<file path="src/rtl/bp_resolve_pkg.sv">
// Shared sizing constants and FSM encoding for the branch-prediction resolve unit.
package bp_resolve_pkg;

    localparam int unsigned INST_ADDR_W = 32;
    localparam int unsigned BP_DEPTH    = 4;
    localparam int unsigned CNT_W       = 32;

    typedef enum logic {
        RUN   = 1'b0,
        FLUSH = 1'b1
    } bp_state_t;

endpackage

</file>
<file path="src/rtl/bp_fifo.sv">
// Generic DEPTH x WIDTH circular FIFO; head is presented combinationally on dout.
module bp_fifo #(
    parameter int unsigned DEPTH = 4,
    parameter int unsigned WIDTH = 8
) (
    input  logic             clk,
    input  logic             rst,
    input  logic             push,
    input  logic             pop,
    input  logic             clear,
    input  logic [WIDTH-1:0] din,
    output logic [WIDTH-1:0] dout,
    output logic             full,
    output logic             empty
);

    localparam int unsigned PW = $clog2(DEPTH);

    logic [WIDTH-1:0] mem [DEPTH];
    logic [PW:0]      wr_ptr;
    logic [PW:0]      rd_ptr;

    // Extra pointer MSB separates full from empty when the indices coincide.
    always_ff @(posedge clk or posedge rst) begin
        if (rst) begin
            wr_ptr <= '0;
            rd_ptr <= '0;
        end else if (clear) begin
            wr_ptr <= '0;
            rd_ptr <= '0;
        end else begin
            if (push) wr_ptr <= wr_ptr + (PW+1)'(1);
            if (pop)  rd_ptr <= rd_ptr + (PW+1)'(1);
        end
    end

    always_ff @(posedge clk) begin
        if (push && !clear) mem[wr_ptr[PW-1:0]] <= din;
    end

    assign dout  = mem[rd_ptr[PW-1:0]];
    assign empty = (wr_ptr == rd_ptr);
    assign full  = (wr_ptr[PW] != rd_ptr[PW]) && (wr_ptr[PW-1:0] == rd_ptr[PW-1:0]);

endmodule

</file>
<file path="src/rtl/bp_resolve.sv">
// Resolves fetch-stage static predictions against EX outcomes; flushes and redirects on mispredict.
module bp_resolve
    import bp_resolve_pkg::*;
#(
    parameter int unsigned DEPTH = BP_DEPTH,
    parameter int unsigned AW    = INST_ADDR_W,
    parameter int unsigned CW    = CNT_W
) (
    input  logic          clk,
    input  logic          rst,
    input  logic          pred_valid_i,
    input  logic [AW-1:0] pred_pc_i,
    input  logic          pred_taken_i,
    input  logic [AW-1:0] pred_target_i,
    input  logic          ex_valid_i,
    input  logic [AW-1:0] ex_pc_i,
    input  logic          ex_taken_i,
    input  logic [AW-1:0] ex_target_i,
    input  logic          hold_i,
    output logic          full_o,
    output logic          flush_o,
    output logic [AW-1:0] redirect_addr_o,
    output logic          seq_err_o,
    output logic [CW-1:0] br_cnt_o,
    output logic [CW-1:0] mispred_cnt_o
);

    localparam int unsigned   EW      = 2 * AW + 1;
    localparam logic [CW-1:0] CNT_MAX = '1;

    bp_state_t     state;
    bp_state_t     state_nxt;
    logic [EW-1:0] head;
    logic [AW-1:0] head_pc;
    logic          head_taken;
    logic [AW-1:0] head_target;
    logic          empty;
    logic          fifo_full;
    logic          do_push;
    logic          do_pop;
    logic          mispred;
    logic          flush_nxt;
    logic [AW-1:0] redirect_nxt;
    logic          seq_err_nxt;
    logic [CW-1:0] br_nxt;
    logic [CW-1:0] mp_nxt;

    bp_fifo #(
        .DEPTH (DEPTH),
        .WIDTH (EW)
    ) u_fifo (
        .clk   (clk),
        .rst   (rst),
        .push  (do_push),
        .pop   (do_pop),
        .clear (mispred),
        .din   ({pred_pc_i, pred_taken_i, pred_target_i}),
        .dout  (head),
        .full  (fifo_full),
        .empty (empty)
    );

    assign head_pc     = head[2*AW:AW+1];
    assign head_taken  = head[AW];
    assign head_target = head[AW-1:0];
    assign full_o      = fifo_full;

    always_comb begin
        state_nxt    = state;
        do_push      = 1'b0;
        do_pop       = 1'b0;
        mispred      = 1'b0;
        flush_nxt    = 1'b0;
        redirect_nxt = redirect_addr_o;
        seq_err_nxt  = seq_err_o;
        br_nxt       = br_cnt_o;
        mp_nxt       = mispred_cnt_o;
        case (state)
            RUN: begin
                if (!hold_i) begin
                    if (ex_valid_i) begin
                        if (empty) begin
                            seq_err_nxt = 1'b1;
                        end else begin
                            do_pop = 1'b1;
                            if (head_pc != ex_pc_i) seq_err_nxt = 1'b1;
                            if (br_cnt_o != CNT_MAX) br_nxt = br_cnt_o + CW'(1);
                            mispred = (head_taken != ex_taken_i) ||
                                      (head_taken && ex_taken_i && (head_target != ex_target_i));
                            if (mispred) begin
                                if (mispred_cnt_o != CNT_MAX) mp_nxt = mispred_cnt_o + CW'(1);
                                redirect_nxt = ex_taken_i ? ex_target_i : ex_pc_i + AW'(4);
                                flush_nxt    = 1'b1;
                                state_nxt    = FLUSH;
                            end
                        end
                    end
                    // Younger predictions are wrong-path once this pop mispredicts.
                    if (pred_valid_i && !mispred) begin
                        if (!fifo_full || do_pop) do_push = 1'b1;
                        else                      seq_err_nxt = 1'b1;
                    end
                end
            end
            FLUSH:   state_nxt = RUN;
            default: state_nxt = RUN;
        endcase
    end

    always_ff @(posedge clk or posedge rst) begin
        if (rst) begin
            state           <= RUN;
            flush_o         <= 1'b0;
            redirect_addr_o <= '0;
            seq_err_o       <= 1'b0;
            br_cnt_o        <= '0;
            mispred_cnt_o   <= '0;
        end else begin
            state           <= state_nxt;
            flush_o         <= flush_nxt;
            redirect_addr_o <= redirect_nxt;
            seq_err_o       <= seq_err_nxt;
            br_cnt_o        <= br_nxt;
            mispred_cnt_o   <= mp_nxt;
        end
    end

endmodule

</file>
<file path="config.mk">
export PLATFORM = sky130hd
export DESIGN_NAME = bp_resolve
export DESIGN_NICKNAME = d
export VERILOG_FILES = /design/src/rtl/bp_resolve_pkg.sv /design/src/rtl/bp_fifo.sv /design/src/rtl/bp_resolve.sv
export SDC_FILE = /design/constraint.sdc
export NUM_CORES = 1
export LEC_CHECK = 0
export ABC_AREA = 1
export ABC_CLOCK_PERIOD_IN_PS = 6400
export BUFFER_PORTS_ARGS = -buffer_cell sky130_fd_sc_hd__buf_4
export CAP_MARGIN = 20
export CORE_UTILIZATION = 50
export CTS_BUF_LIST = sky130_fd_sc_hd__clkbuf_16
export DETAILED_ROUTE_END_ITERATION = 10
export PLACE_DENSITY = 0.71
export RECOVER_POWER = 100
export SYNTH_ARGS = -nofsm -noshare
export SYNTH_HDL_FRONTEND = slang
export SYNTH_SLANG_ARGS = --single-unit
</file>
<file path="constraint.sdc">
create_clock -name clk -period 6.4 [get_ports clk]
set_input_delay 1.28 -clock clk [delete_from_list [all_inputs] [get_ports clk]]
set_output_delay 1.28 -clock clk [all_outputs]
set_load 0.02 [all_outputs]
</file>
==> results.md <==
- Mapped Area: 17300 µm²
- Vias in the first global route: roughly 13000
- Initial DRC count: ~1100
- Sequential element share of the synthesized area: 60.2%
- CTS tree: yes
- Buf/Inv on CP: 3
- CTS Sinks: approximately 360
- Final setup violation count: 0
- Largest net degree at the start of global routing: 77
- Drt pass-1 iters: 6
- Area grow syn2layout: 15.4%
- Initial antenna violation count: 0
- Failing checks: max-capacitance violations, max-slew violations
- Drt drc: 0
- Setup TNS: 0 ns
- Fmax: 186 MHz
- Most common cell on crit path: nand2_1
- Leak: between 8 and 9 nW
- RSZ-0062 raised after global routing: false
- Crit path DAT: about 5.5 ns
- Critical path, cell by cell: clkinv_2 > buf_4 > nand2_1 > nand3_1 > nand2_1 > nand2_1 > nand2_1 > nand2_1 > nor2_1 > nand2_1 > nor2_1 > nand2_1 > nand2_1 > nand2_1 > nand2_1 > nand2_1 > nor2_4 > clkbuf_2
- Hold depth: 2
- Dominant cell type by area after synthesis: edfxtp_1
- Layout Skew: 0.0162 ns
- Die W: 188 µm
- Worst Setup EP: u_fifo.mem[3][46]
- CTS resizes: 0
- Final #Nets: 2191
- Worst-margin pin slew: 1.77 ns
- Share of cells above drive strength 1: 7.56%
- Remaining antenna violation count: 0
- CP max-delay cell: clkbuf_2
- Worst Path Max Fanout: 58
- Syn nets: 1965
- Hold crit path type: reg2reg
- Io pins: 234
- DP HPWL: 32700 µm
- Port Buf Inserts: 233
- Synth Register Bits: 364
- Min Tclk post-route: 5.36 ns
- Diodes inserted: 0
- Clock transition at path regs: 0.06 ns
- Number of max-cap violations: 2
- Die area: approximately 35000 µm²
- R2r startpoint: u_fifo.rd_ptr[0]
- Vias: 13600
- R2r setup slk: 1.04 ns
- Final period util: a little over four fifths
- Avg Inst Size Synth: 9.49 µm²
- Cts hold-fix bufs: 0
- CP top delay family: buffers and inverters
- Slew headroom: -18.7%
- DR vias/cell: about 5.4
- R2R depth: 18
- Post-CTS Setup Bufs: 0
- Crit start category: flop
- Kind of critical path: reg2reg
- Routed len/inst: approximately 18 µm
- Initial Util: 51.2%
- Total track usage: about a quarter
- Crit path from: u_fifo.rd_ptr[0]
- Most frequent cells in the layout: nand2_1, edfxtp_1, nand3_1
- GRT overflow: 0
- Core area: 33800 µm²
- Die extent in y: 188 µm
- Cell area power density: 381 nW/µm²
- Crit end category: flop
- Critical Path Max Stage Delay: 0.94 ns
- Critical R2R Capture: u_fifo.mem[3][46]
- Total wire length: 46700 µm
- Slew Viols, Final: 107
- Row cnt: 67
- Synth unique cells: between 40 and 50
- Stages on the worst setup path: 18
- Commonest non-fill, non-tap cell in the layout: nand2_1
- Synth Instances: 1821
- Longest Clk Path Bufs: 3
- Post-Route Utilization: 59.0%
- Outcome: complete, but fails checks
- Placer congestion estimate: between 0.9 and 1
- First-pass GRT wire length: roughly 73000 µm
- H-tree depth: 2
- Final Hold Fails: 0
- Worst IR drop on VDD: 0.216 mV
- CTS Root Cell: clkbuf_16
- Synth top area share: between 40% and 50%
- Top post-synthesis cells by area: edfxtp_1, dfrtp_1, nand2_1
- TritonCTS buffer count: 39
- Worst Path Required: 6.55 ns
- Yosys synthesis warning count: 0
- Skew-Pair Late Insertion Delay: ~0.54 ns
layout make-up:
type | count | area [µm²]
inverters | 132 | 499
clock inverters | 30 | 233
multi-input cells | 1263 | 5950
flip-flops and latches | 364 | 10400
fillers | 2973 | 13800
clock buffers | 42 | 1050
well taps | 448 | 561
repair buffers | 247 | 1230
cells in the mapped netlist (all sizes together):
master,count
clkinv,1
xor2,64
xnor2,31
nand3b,5
nor4,14
a2bb2oi,2
o21ai,79
dfrtp,104
ha,9
a21oi,6
o22ai,3
nand2,662
nor3,33
mux2i,1
clkbuf,10
and2,2
a31o,1
nand3,199
or2,3
o2111ai,3
a22oi,1
or3,1
inv,131
nand4,30
edfxtp,260
a31oi,1
o22a,2
buf,52
and3,2
nor2,109
worst min-delay path by stage:
stage                                     end                 from
final                     redirect_addr_o[15]  redirect_addr_o[15]
after global routing      redirect_addr_o[24]  redirect_addr_o[24]
after CTS                 redirect_addr_o[27]  redirect_addr_o[27]
after detailed placement  redirect_addr_o[12]  redirect_addr_o[12]
after global placement     redirect_addr_o[0]   redirect_addr_o[0]
after floorplan              u_fifo.wr_ptr[2]     u_fifo.wr_ptr[2]
through the flow:
stage | instance area [µm²] | setup WS (ns) | hold WS, ns | std cells | total power (W)
after floorplan | 17300 | 1.01 | 0.534 | 1821 | 0.00478
after global placement | 19400 | 1.68 | 0.467 | 2453 | 0.00548
after detailed placement | 19400 | 1.57 | 0.472 | 2453 | 0.00555
after CTS | 20700 | 1.56 | 0.488 | 2525 | 0.00778
after global routing | 19900 | 0.608 | 0.507 | 2526 | 0.00803
final | 19900 | 1.04 | 0.485 | 2526 | 0.00760
worst min-delay path, stage by stage, from the launching register on:
cell and delay, ns:
dfrtp_1 0.34, nand2_1 0.05, nand2_1 0.06
cell families (layout without fill, tap and decap cells):
family	count (synthesis)	count (layout)	share of synthesized area, %
AO/OA/AOI/OAI	98	98	3.05
XOR/XNOR	95	95	4.81
adder cells (fa/ha/maj)	9	9	0.651
buffers and inverters	194	451	5.04
flip-flops	364	364	60.2
multiplexers	1	1	0.0579
AND/OR/NAND/NOR	1060	1060	26.2
routing by layer:
| layer | GRT usage, % | vias up | wire length [µm] | share of wire (%) |
|---|---|---|---|---|
| li1 | - | 6525 | - | - |
| met1 | 36.6 | 6406 | 19400 | 42 |
| met2 | 43.5 | 574 | 22000 | 47 |
| met3 | 3.44 | 96 | 3630 | 7.8 |
| met4 | 9.88 | 0 | 1690 | 3.6 |
| met5 | 0 | - | 0 | 0 |
flip-flops by register name, summed over array words and instances (netlist names):
register / count
u_fifo.mem: 260
br_cnt_o: 32
mispred_cnt_o: 32
redirect_addr_o: 32
u_fifo.rd_ptr: 3
u_fifo.wr_ptr: 3
flush_o: 1
seq_err_o: 1
power breakdown:
| part | leakage [nW] | total (W) | internal (W) | switching (W) |
|---|---|---|---|---|
| combinational | 3.90 | 0.00231 | 0.000669 | 0.00164 |
| clock | 0.656 | 0.00222 | 0.00131 | 0.000913 |
| sequential | 3.71 | 0.00307 | 0.00285 | 0.000223 |
(Power assumes the default switching activity.)
